<file path="src/rtl/addsub_seq_ctrl.sv">
// addsub_seq_ctrl: nibble-serial W-bit adder/subtractor with start/abort
// handshake. One 4-bit nibble is processed per clock, so an operation takes
// N_NIB cycles in RUN followed by a single DONE cycle.
//
// Ports:
//   clk, rst_n        clock, asynchronous active-low reset
//   start, op         request (op: 0 = A+B, 1 = A-B), sampled in IDLE/DONE
//   a, b              W-bit operands, latched with start
//   abort             cancel an operation in RUN (clears result and flags)
//   ready, busy, done handshake status (done is a one-cycle pulse)
//   result            A+B or A-B modulo 2^W
//   cout, ovf, zero   carry out (1 = no borrow on subtract), signed overflow,
//                     result == 0
module addsub_seq_ctrl #(
  parameter  int unsigned N_NIB = 4,
  localparam int unsigned W     = 4 * N_NIB
) (
  input  logic         clk,
  input  logic         rst_n,
  input  logic         start,
  input  logic         op,
  input  logic [W-1:0] a,
  input  logic [W-1:0] b,
  input  logic         abort,
  output logic         ready,
  output logic         busy,
  output logic         done,
  output logic [W-1:0] result,
  output logic         cout,
  output logic         ovf,
  output logic         zero
);

  localparam int unsigned IDX_W = (N_NIB > 1) ? $clog2(N_NIB) : 1;

  localparam logic [1:0] S_IDLE = 2'd0;
  localparam logic [1:0] S_RUN  = 2'd1;
  localparam logic [1:0] S_DONE = 2'd2;

  logic [1:0]       state_q,  state_d;
  logic [IDX_W-1:0] idx_q,    idx_d;
  logic             carry_q,  carry_d;
  logic             op_q,     op_d;
  logic [W-1:0]     a_q,      a_d;
  logic [W-1:0]     b_q,      b_d;
  logic [W-1:0]     result_q, result_d;
  logic             cout_q,   cout_d;
  logic             ovf_q,    ovf_d;
  logic             zero_q,   zero_d;
  logic             ready_q,  ready_d;
  logic             busy_q,   busy_d;
  logic             done_q,   done_d;

  logic [3:0]       a_nib;
  logic [3:0]       b_nib;
  logic [4:0]       nib_sum;
  logic [W-1:0]     res_full;
  logic             last_nib;

  // Select the current operand nibbles and merge the new sum nibble into the
  // result; res_full is the complete result once the last nibble is merged.
  always_comb begin
    a_nib    = '0;
    b_nib    = '0;
    res_full = result_q;
    for (int unsigned k = 0; k < N_NIB; k++) begin
      if (idx_q == IDX_W'(k)) begin
        a_nib = a_q[4*k +: 4];
        b_nib = b_q[4*k +: 4];
      end
    end
    nib_sum = 5'(a_nib) + 5'(b_nib ^ {4{op_q}}) + 5'(carry_q);
    for (int unsigned k = 0; k < N_NIB; k++) begin
      if (idx_q == IDX_W'(k)) begin
        res_full[4*k +: 4] = nib_sum[3:0];
      end
    end
  end

  assign last_nib = (idx_q == IDX_W'(N_NIB - 1));

  // Next-state and datapath update.
  always_comb begin
    state_d  = state_q;
    idx_d    = idx_q;
    carry_d  = carry_q;
    op_d     = op_q;
    a_d      = a_q;
    b_d      = b_q;
    result_d = result_q;
    cout_d   = cout_q;
    ovf_d    = ovf_q;
    zero_d   = zero_q;

    case (state_q)
      S_RUN: begin
        if (abort) begin
          // abort takes priority over any start seen in RUN
          state_d  = S_IDLE;
          idx_d    = '0;
          result_d = '0;
          cout_d   = 1'b0;
          ovf_d    = 1'b0;
          zero_d   = 1'b0;
        end else begin
          result_d = res_full;
          carry_d  = nib_sum[4];
          idx_d    = IDX_W'(idx_q + 1'b1);
          if (last_nib) begin
            state_d = S_DONE;
            idx_d   = '0;
            cout_d  = nib_sum[4];
            // operands of equal sign producing a result of the other sign
            ovf_d   = (a_q[W-1] == (b_q[W-1] ^ op_q)) &&
                      (res_full[W-1] != a_q[W-1]);
            zero_d  = (res_full == '0);
          end
        end
      end
      default: begin
        // IDLE and DONE both accept start; DONE always leaves after one cycle
        state_d = S_IDLE;
        if (start) begin
          state_d = S_RUN;
          a_d     = a;
          b_d     = b;
          op_d    = op;
          idx_d   = '0;
          carry_d = op;
        end
      end
    endcase

    ready_d = (state_d != S_RUN);
    busy_d  = (state_d == S_RUN);
    done_d  = (state_d == S_DONE);
  end

  // State and output registers.
  always_ff @(posedge clk or negedge rst_n) begin
    if (!rst_n) begin
      state_q  <= S_IDLE;
      idx_q    <= '0;
      carry_q  <= 1'b0;
      op_q     <= 1'b0;
      a_q      <= '0;
      b_q      <= '0;
      result_q <= '0;
      cout_q   <= 1'b0;
      ovf_q    <= 1'b0;
      zero_q   <= 1'b0;
      ready_q  <= 1'b1;
      busy_q   <= 1'b0;
      done_q   <= 1'b0;
    end else begin
      state_q  <= state_d;
      idx_q    <= idx_d;
      carry_q  <= carry_d;
      op_q     <= op_d;
      a_q      <= a_d;
      b_q      <= b_d;
      result_q <= result_d;
      cout_q   <= cout_d;
      ovf_q    <= ovf_d;
      zero_q   <= zero_d;
      ready_q  <= ready_d;
      busy_q   <= busy_d;
      done_q   <= done_d;
    end
  end

  assign ready  = ready_q;
  assign busy   = busy_q;
  assign done   = done_q;
  assign result = result_q;
  assign cout   = cout_q;
  assign ovf    = ovf_q;
  assign zero   = zero_q;

endmodule

</file>
<file path="config.mk">
export PLATFORM = sky130hd
export DESIGN_NAME = addsub_seq_ctrl
export DESIGN_NICKNAME = d
export VERILOG_FILES = /design/src/rtl/addsub_seq_ctrl.sv
export SDC_FILE = /design/constraint.sdc
export NUM_CORES = 1
export LEC_CHECK = 0
export BUFFER_PORTS_ARGS = -buffer_cell sky130_fd_sc_hd__buf_4
export CORE_MARGIN = 2
export CORE_UTILIZATION = 55
export DETAILED_ROUTE_END_ITERATION = 10
export GPL_TIMING_DRIVEN = 0
export PLACE_DENSITY = 0.79
export RECOVER_POWER = 100
export SYNTH_ARGS = -nofsm -noshare
export SYNTH_HDL_FRONTEND = slang
export SYNTH_SLANG_ARGS = --single-unit
export TNS_END_PERCENT = 20
</file>
<file path="constraint.sdc">
create_clock -name clk -period 4.15 [get_ports clk]
set_input_delay 0.415 -clock clk [delete_from_list [all_inputs] [get_ports clk]]
set_output_delay 0.415 -clock clk [all_outputs]
set_load 0.01 [all_outputs]
</file>
# Word-level counts from Yosys, hierarchy flattened
# Cells that the tools add are included.
# totals
in_bits,37
out_inout_bits,22
word_cells,67
reg_bits,60
# op_classes
n_reduce_logical,8
mux,30
n_eq_ne,10
bitwise_logic,3
add_sub_neg,3
# ops
cell,n
$mux W4,12
$logic_not A16 Y1,1
$mux W16,1
$mux W2,7
$mux W1,10
$eq A2 B1 Y1 const B,3
$eq A2 B2 Y1 const B,3
$reduce_and A2 Y1,3
$add A4 B4 Y5,1
$add A5 B1 Y5,1
$reduce_bool A2 Y1,2
$xor A4 B4 Y4,1
$add A2 B1 Y2 const B,1
$logic_not A2 Y1,1
$ne A2 B1 Y1 const B,1
$ne A2 B2 Y1 const B,1
$eq A1 B1 Y1,1
$logic_and A1 B1 Y1,1
$ne A1 B1 Y1,1
$not A1 Y1,1
$xor A1 B1 Y1,1

# Longest topological paths before layout
# Gate-level depths: netlist of the first run.
# depth
depth_word,13
depth_mapped,14
depth_no_buf,12

# Worst setup path before layout of the first run
# Ideal clock, no wire load.
# synth_timing
path_kind,register to register
from,reg idx_q[0]
to,"reg zero_q, in the netlist zero"
t_required_ns,4.040
synth_period_minus_slack_ns,3.033
slack_ns,1.117
stages_incl_launch_ff,14
arrival_ns,2.923
path_buffers,2
path_cell_list,dfrtp_1 inv_1 ha_1 buf_6 nor2b_4 buf_6 a221oi_2 o31ai_2 xor2_1 fa_1 fa_1 xnor2_1 o211ai_1 o41ai_1
# synth_via
elab_chain_len,12
word_cells_on_any_way,24
classes_between,add/sub (2); eq/ne (3); mux (14); bitwise (1); reduce/logical (4)
# synth_rtl
item,line,source
start: declaration,41,"logic [IDX_W-1:0] idx_q, idx_d;"
start signal: assignment,157,idx_q <= idx_d;
$logic_not A2 Y1,"67, 74",
$mux W4 (4 in a row),67,if (idx_q == IDX_W'(k)) begin
$xor A4 B4 Y4,72,nib_sum = 5'(a_nib) + 5'(b_nib ^ {4{op_q}}) + 5'(carry_q);
$add A4 B4 Y5,72,
$add A5 B1 Y5,72,
$mux W4,74,if (idx_q == IDX_W'(k)) begin
$logic_not A16 Y1,116,zero_d = (res_full == '0);
$mux W1,109,if (last_nib) begin
$mux W1,97,if (abort) begin
end signal: assignment,165,zero_q <= zero_d;
end: declaration,49,"logic zero_q, zero_d;"
# Several ways; a longest one is shown, not always the timed one. The select of a mux whose other input is x is not followed.
# A chain may end at the register's enable or synchronous reset.

# Final worst setup path of the first run
# Same ends and word-level chain as after synthesis.

==> out/results.txt, run 1 <==
Die Wd -> 78.6 um
Final period util -> 0.828
Cell Area, Synth -> 0.00306 mm2
Hold slack final -> 0.284 ns
Diode count -> 0
Post-route setup slack -> 0.714 ns
Via count -> 2304
Synth unique cells -> 45
Final Power -> 0.00224 W
Worst setup EP type -> flop
TritonCTS Buffers -> 9
Worst IR Drop VDD -> 0.000331 V
Final Max Slew Viols -> 61
Worst-Margin Slew -> 3.14 ns
Arrival @ worst endpoint -> 3.67 ns
Largest net degree at the start of global routing -> 61
Starting Density -> 0.563
Share of layout cells above drive strength 1 -> 0.278
GP Congestion -> 0.847
Min cycle time layout -> 3.44 ns
Vias in the first global route -> 2377
Final net count -> 380
Die ar. -> 0.00618 mm2
Setup TNS -> 0 ns
Final Hold Fails -> 0
Failing checks -> max-capacitance violations, max-slew violations
Overflow after GRT -> 0
Status -> finished, violations left
# rows -> 27
Yosys reg bits -> 60
Dpl ws -> 0.769 ns
RSZ-0062 raised after global routing -> false
WL per Instance -> 16.5 um
I/O pin count -> 59
Initial DRC count -> 154
Worst-path clk slew -> 0.06 ns
Synthesized area per cell -> 11.5 um2
Dpl cell area -> 0.00358 mm2
Hpwl dp -> 4.87 mm
Vias per cell -> 5.66
Leakage -> 1.57 nW
Area of the multi-input gates -> 0.00140 mm2
First-pass GRT wire length -> 11.4 mm
Clk_lat worst skew -> 0.34 ns
Net Count, Synth -> 312
Max Fclk -> 291 MHz
Setup CP Type -> flop to flop
Area Growth Syn to Fin -> 17.7%
Register area share after synthesis -> 0.491
Initial antenna violation count -> 0
CP required -> 4.39 ns
Vert. Die Dim -> 78.6 um
CTS resizes -> 0
CP Max Fanout -> 10
# DRC -> 0
Relative max-transition margin -> -1.10
Hold-fix buffers, CTS -> 0
Post-Synthesis Cells -> 266
Total global-route track usage -> 0.243
Critical Path Start Type -> flop
Count of port buffers added during placement -> 57
FILL cells -> 456
Post-CTS setup buffers -> 0
Core area -> 0.00544 mm2
Drt pass-1 iters -> 5
Max_cap viols -> 1
H-tree depth -> 3
PwrDens -> 621 mW/mm2
Register area -> 0.00150 mm2
Worst Skew -> 0.00513 ns
Post-Layout Inst Area -> 0.00360 mm2
Commonest non-fill, non-tap cells in the layout -> dfrtp_1, clkbuf_1, buf_4
Maximum clock insertion buffer count -> 2
Final wirelength -> 6.71 mm
Sink Count -> 60
Hold crit path type -> input pin to flop
CTS tree -> yes
CTS Root Cell -> clkbuf_8
Commonest non-fill, non-tap cell in the layout -> dfrtp_1
Routed Antenna Nets -> 0
Synth warnings -> 0
Final setup fails -> 0
cell usage after synthesis (all sizes together):
| cell type | n | area, um2 |
|---|---|---|
| and3 | 1 | 6.26 |
| nor3 | 2 | 10.0 |
| a221oi | 7 | 86.3 |
| clkbuf | 7 | 27.5 |
| dfrtp | 59 | 1480 |
| o211ai | 2 | 15.0 |
| o22ai | 1 | 6.26 |
| o41ai | 1 | 8.76 |
| nor2b | 9 | 63.8 |
| nand2b | 3 | 18.8 |
| nor4 | 4 | 25.0 |
| o21ai | 26 | 130 |
| buf | 13 | 100 |
| nand3b | 4 | 30.0 |
| and2 | 2 | 12.5 |
| xor2 | 5 | 43.8 |
| nand2 | 26 | 108 |
| xnor2 | 1 | 8.76 |
| o2111ai | 1 | 8.76 |
| nand3 | 1 | 5.00 |
| mux2 | 33 | 372 |
| a32oi | 1 | 8.76 |
| o31ai | 12 | 110 |
| nor2 | 10 | 45.0 |
| dfstp | 1 | 26.3 |
| inv | 6 | 22.5 |
| mux2i | 11 | 110 |
| or2b | 1 | 7.51 |
| a21oi | 5 | 25.0 |
| fa | 2 | 40.0 |
| or2 | 1 | 8.76 |
| a21o | 1 | 7.51 |
| ha | 7 | 87.6 |
registers in the layout, summed over array words and instances, names as in the netlist:
name,flops
result,16
zero,1
busy,1
a_q,16
ready,1
done,1
cout,1
ovf,1
state_q,2
idx_q,2
carry_q,1
b_q,16
op_q,1
final cells by class:
class,count,share of cell area
plain buffers,20,0.0292
multi-input cells,180,0.387
inverters,6,0.00625
clock buffers,12,0.0403
flip-flops and latches,60,0.417
well taps,72,0.0250
repair buffers,57,0.0948
metal layers:
layer  wire length (um)  global-route usage  vias up
met5                  0                   0        -
met4                180               0.126        0
met3                317              0.0471       17
met2               3280               0.389       67
met1               2930               0.313     1141
li1                   -                   -     1079
report_power, final:
| part | total, W | switching [W] | internal (W) |
|---|---|---|---|
| Combinational | 0.000956 | 0.000540 | 0.000416 |
| Clock | 0.000426 | 0.000206 | 0.000220 |
| Sequential | 0.000857 | 0.000116 | 0.000741 |
| Total | 0.00224 | 0.000863 | 0.00138 |
worst max-delay path: stages (launching register included):
cell	delay, ns
dfrtp_1	0.38
inv_1	0.10
ha_1	0.25
buf_4	0.20
clkbuf_1	0.26
a221oi_1	0.31
o31ai_1	0.14
fa_1	0.46
fa_1	0.42
xnor2_1	0.31
o211ai_1	0.14
o41ai_1	0.34
final timing paths:
kind,slack [ns],startpoint,depth (start not counted),to
min in group asynchronous,1.10,rst_n,1,idx_q[1]
setup / recovery,0.71,idx_q[0],11,zero
hold reg to reg,0.50,a_q[13],1,a_q[13]
max in group asynchronous,1.26,rst_n,1,result[13]
setup reg to reg,0.71,idx_q[0],11,zero
hold / removal,0.28,a[12],2,a_q[12]
through the flow:
stage	util	std cells
floorplan	-	266
global placement	0.658	395
detailed placement	0.658	395
CTS	0.685	407
global route	0.663	407
finish	0.663	407
logic make-up (layout without fill, tap and decap cells):
| family | count (synthesis) | in the layout | share of synthesized area |
|---|---|---|---|
| mux | 44 | 44 | 0.157 |
| buf+inv | 26 | 95 | 0.0490 |
| compound gates | 57 | 57 | 0.133 |
| xor+xnor | 6 | 6 | 0.0172 |
| simple gates | 64 | 64 | 0.111 |
| flops | 60 | 60 | 0.491 |
| fa+ha+maj | 9 | 9 | 0.0417 |
(Power assumes the default switching activity.)
==> run 2, diff against run 1 <==
- CORE_UTILIZATION: 55 -> 50
- PLACE_DENSITY: 0.79 -> 0.76
- clock period: 4.15 -> 2.8 ns (I/O delays scaled with it)
==> run 2 against run 1 <==
Net effect: the run ends with negative setup slack left; critical path depth is 2 higher; combinational power increased by 99%; cell area is 10% higher; power grew 75%; worst hold slack worse by 0.12 ns; worst setup slack worse by 0.83 ns.
==> out/results.txt, run 2 (same netlist as run 1, synthesis figures left out) <==
Status -> finished, violations left
Failing checks -> negative setup slack
Initial DRC count -> 141 (-8.4%)
Final Hold Fails -> 0 (unchanged)
First-pass GRT wire length -> 11.7 mm (+2.3%)
Dpl ws -> -0.354 ns (-1.12 ns)
Vias in the first global route -> 2418 (+1.7%)
Via count -> 2335 (+1.3%)
Drt pass-1 iters -> 4 (-1)
I/O pin count -> 59 (unchanged)
Share of layout cells above drive strength 1 -> 0.401 (+0.124)
# rows -> 28 (+3.7%)
Final period util -> 1.04 (+0.213)
Final setup fails -> 11 (+11)
Overflow after GRT -> 0 (unchanged)
Hold crit path type -> input pin to flop
H-tree depth -> 3 (unchanged)
Min cycle time layout -> 2.92 ns (-0.521 ns)
CTS Root Cell -> clkbuf_8
Worst Skew -> 0.0107 ns (+0.00554 ns)
Critical Path Start Type -> flop
Max_cap viols -> 0 (-1)
Routed Antenna Nets -> 0 (unchanged)
Final core utilization -> 0.669 (+0.00675)
Final wirelength -> 7.21 mm (+7.5%)
Starting Density -> 0.517 (-0.0458)
Worst-Margin Slew -> 1.48 ns (-1.66 ns)
# DRC -> 0 (unchanged)
CP required -> 3.01 ns (-1.38 ns)
Max Fclk -> 343 MHz (+18%)
Total global-route track usage -> 0.236 (-0.00697)
Worst setup EP type -> flop
Final net count -> 391 (+2.9%)
CTS tree -> yes
Vias per cell -> 5.51 (-2.7%)
WL per Instance -> 17.0 um (+3.2%)
Post-route setup slack -> -0.115 ns (-0.829 ns)
Commonest non-fill, non-tap cells in the layout -> dfrtp_1, buf_4, mux2_2
Die ar. -> 0.00677 mm2 (+9.5%)
Worst R2R Start -> idx_q[1]
Worst Hold Depth -> 2 (unchanged)
Maximum clock insertion buffer count -> 2 (unchanged)
Vert. Die Dim -> 82.3 um (+4.6%)
Leakage -> 1.72 nW (+9.6%)
Hold slack final -> 0.159 ns (-0.125 ns)
Worst-path clk slew -> 0.07 ns (about the same)
Relative max-transition margin -> 0.0111 (+1.11)
Initial antenna violation count -> 0 (unchanged)
Hpwl dp -> 4.76 mm (-2.3%)
Hold Path Sink -> a_q[14]
Worst IR Drop VDD -> 0.000607 V (+84%)
Sink Count -> 60 (unchanged)
Core area -> 0.00592 mm2 (+8.9%)
RR Endpoint -> result[2]
Final Power -> 0.00392 W (+75%)
PwrDens -> 990 mW/mm2 (+59%)
Clk_lat worst skew -> 0.34 ns (about the same)
CP Max Fanout -> 9 (-1)
Commonest non-fill, non-tap cell in the layout -> dfrtp_1
Arrival @ worst endpoint -> 3.12 ns (-0.55 ns)
GP Congestion -> 0.870 (+2.7%)
RSZ-0062 raised after global routing -> true
Largest net degree at the start of global routing -> 61 (unchanged)
Min-delay src -> a[14]
TritonCTS Buffers -> 9 (unchanged)
R2R depth -> 13 (+2)
Area Growth Syn to Fin -> 29.4%
Setup CP Type -> flop to flop
Diode count -> 0 (unchanged)
Count of port buffers added during placement -> 57 (unchanged)
Reg2reg setup slack -> -0.12 ns (-0.83 ns)
Final Max Slew Viols -> 0 (-100%)
Die Wd -> 82.3 um (+4.6%)
Setup crit start -> idx_q[1]
==> run 2: cell count changes in the layout (fill, tap and decap cells not counted), moves of 3 or more <==
| cell | before | now |
|---|---|---|
| buf_4 | 35 | 52 |
| clkbuf_1 | 38 | 29 |
| ha_1 | 7 | 3 |
| ha_4 | 0 | 4 |
| o21ai_0 | 25 | 21 |
| a221oi_4 | 0 | 3 |
| clkbuf_8 | 10 | 13 |
| o21ai_1 | 1 | 4 |
| o31ai_1 | 8 | 5 |
==> run 2: cell type report <==
type | instances | area [um2]
Buffer | 17 | 131
Clock buffer | 14 | 183
Multi-Input combinational cell | 180 | 1570
Sequential cell | 60 | 1500
Fill cell | 471 | 1960
Timing Repair Buffer | 71 | 448
Clock inverter | 1 | 5.00
Tap cell | 75 | 93.8
Inverter | 6 | 25.0
==> run 2: worst max path at each step <==
stage | endpoint | slack [ns] | cells past startpoint
2_1_floorplan | zero | 0.0002 | 13
3_3_place_gp | carry_q | -0.32 | 14
3_5_place_dp | carry_q | -0.35 | 14
4_1_cts | zero | -0.09 | 11
5_1_grt | result[2] | -0.25 | 13
6_report | result[2] | -0.12 | 13
==> run 2: per-layer routing <==
| layer | wire length (um) | global-route usage | vias up | part of all wire |
|---|---|---|---|---|
| li1 | - | - | 1105 | - |
| met1 | 3240 | 0.310 | 1135 | 0.45 |
| met2 | 3460 | 0.373 | 81 | 0.48 |
| met3 | 356 | 0.0413 | 14 | 0.049 |
| met4 | 152 | 0.123 | 0 | 0.021 |
| met5 | 0 | 0 | - | 0 |
==> run 2: worst max-delay path, stage by stage, from the launching register on <==
cell and delay [ns]:
dfrtp_1 0.41, buf_4 0.15, ha_4 0.17, buf_12 0.15, a221oi_4 0.24, o31ai_4 0.09
xor2_2 0.16, fa_2 0.43, fa_2 0.40, xnor2_2 0.18, buf_4 0.16, nor2_4 0.04
mux2i_1 0.13, o21ai_1 0.08
==> run 2: timing repair <==
item / in CTS / in global routing
hold buffers: 0 / 0
resized for setup: 20 / 24
pin swaps: 9 / 9
endpoints found under the setup margin: 20 / 16
buffers inserted: 11 / 3
==> run 2: where the power goes <==
part	leakage [nW]	total [W]	switching [W]	internal [W]
logic	0.885	0.00190	0.000978	0.000923
registers	0.739	0.00128	0.000183	0.00110
clock network	0.0986	0.000741	0.000329	0.000412
total	1.72	0.00392	0.00149	0.00243
==> run 2: stage by stage <==
stage / TNS (ns) / instance area (um2) / cells
after detailed placement: -3.45 / 3610 / 398
after CTS: -0.381 / 3940 / 422
after floorplan: 0 / 3090 / 266
final: -0.569 / 3960 / 424
after global routing: -2.24 / 3960 / 424
after global placement: -2.82 / 3610 / 398
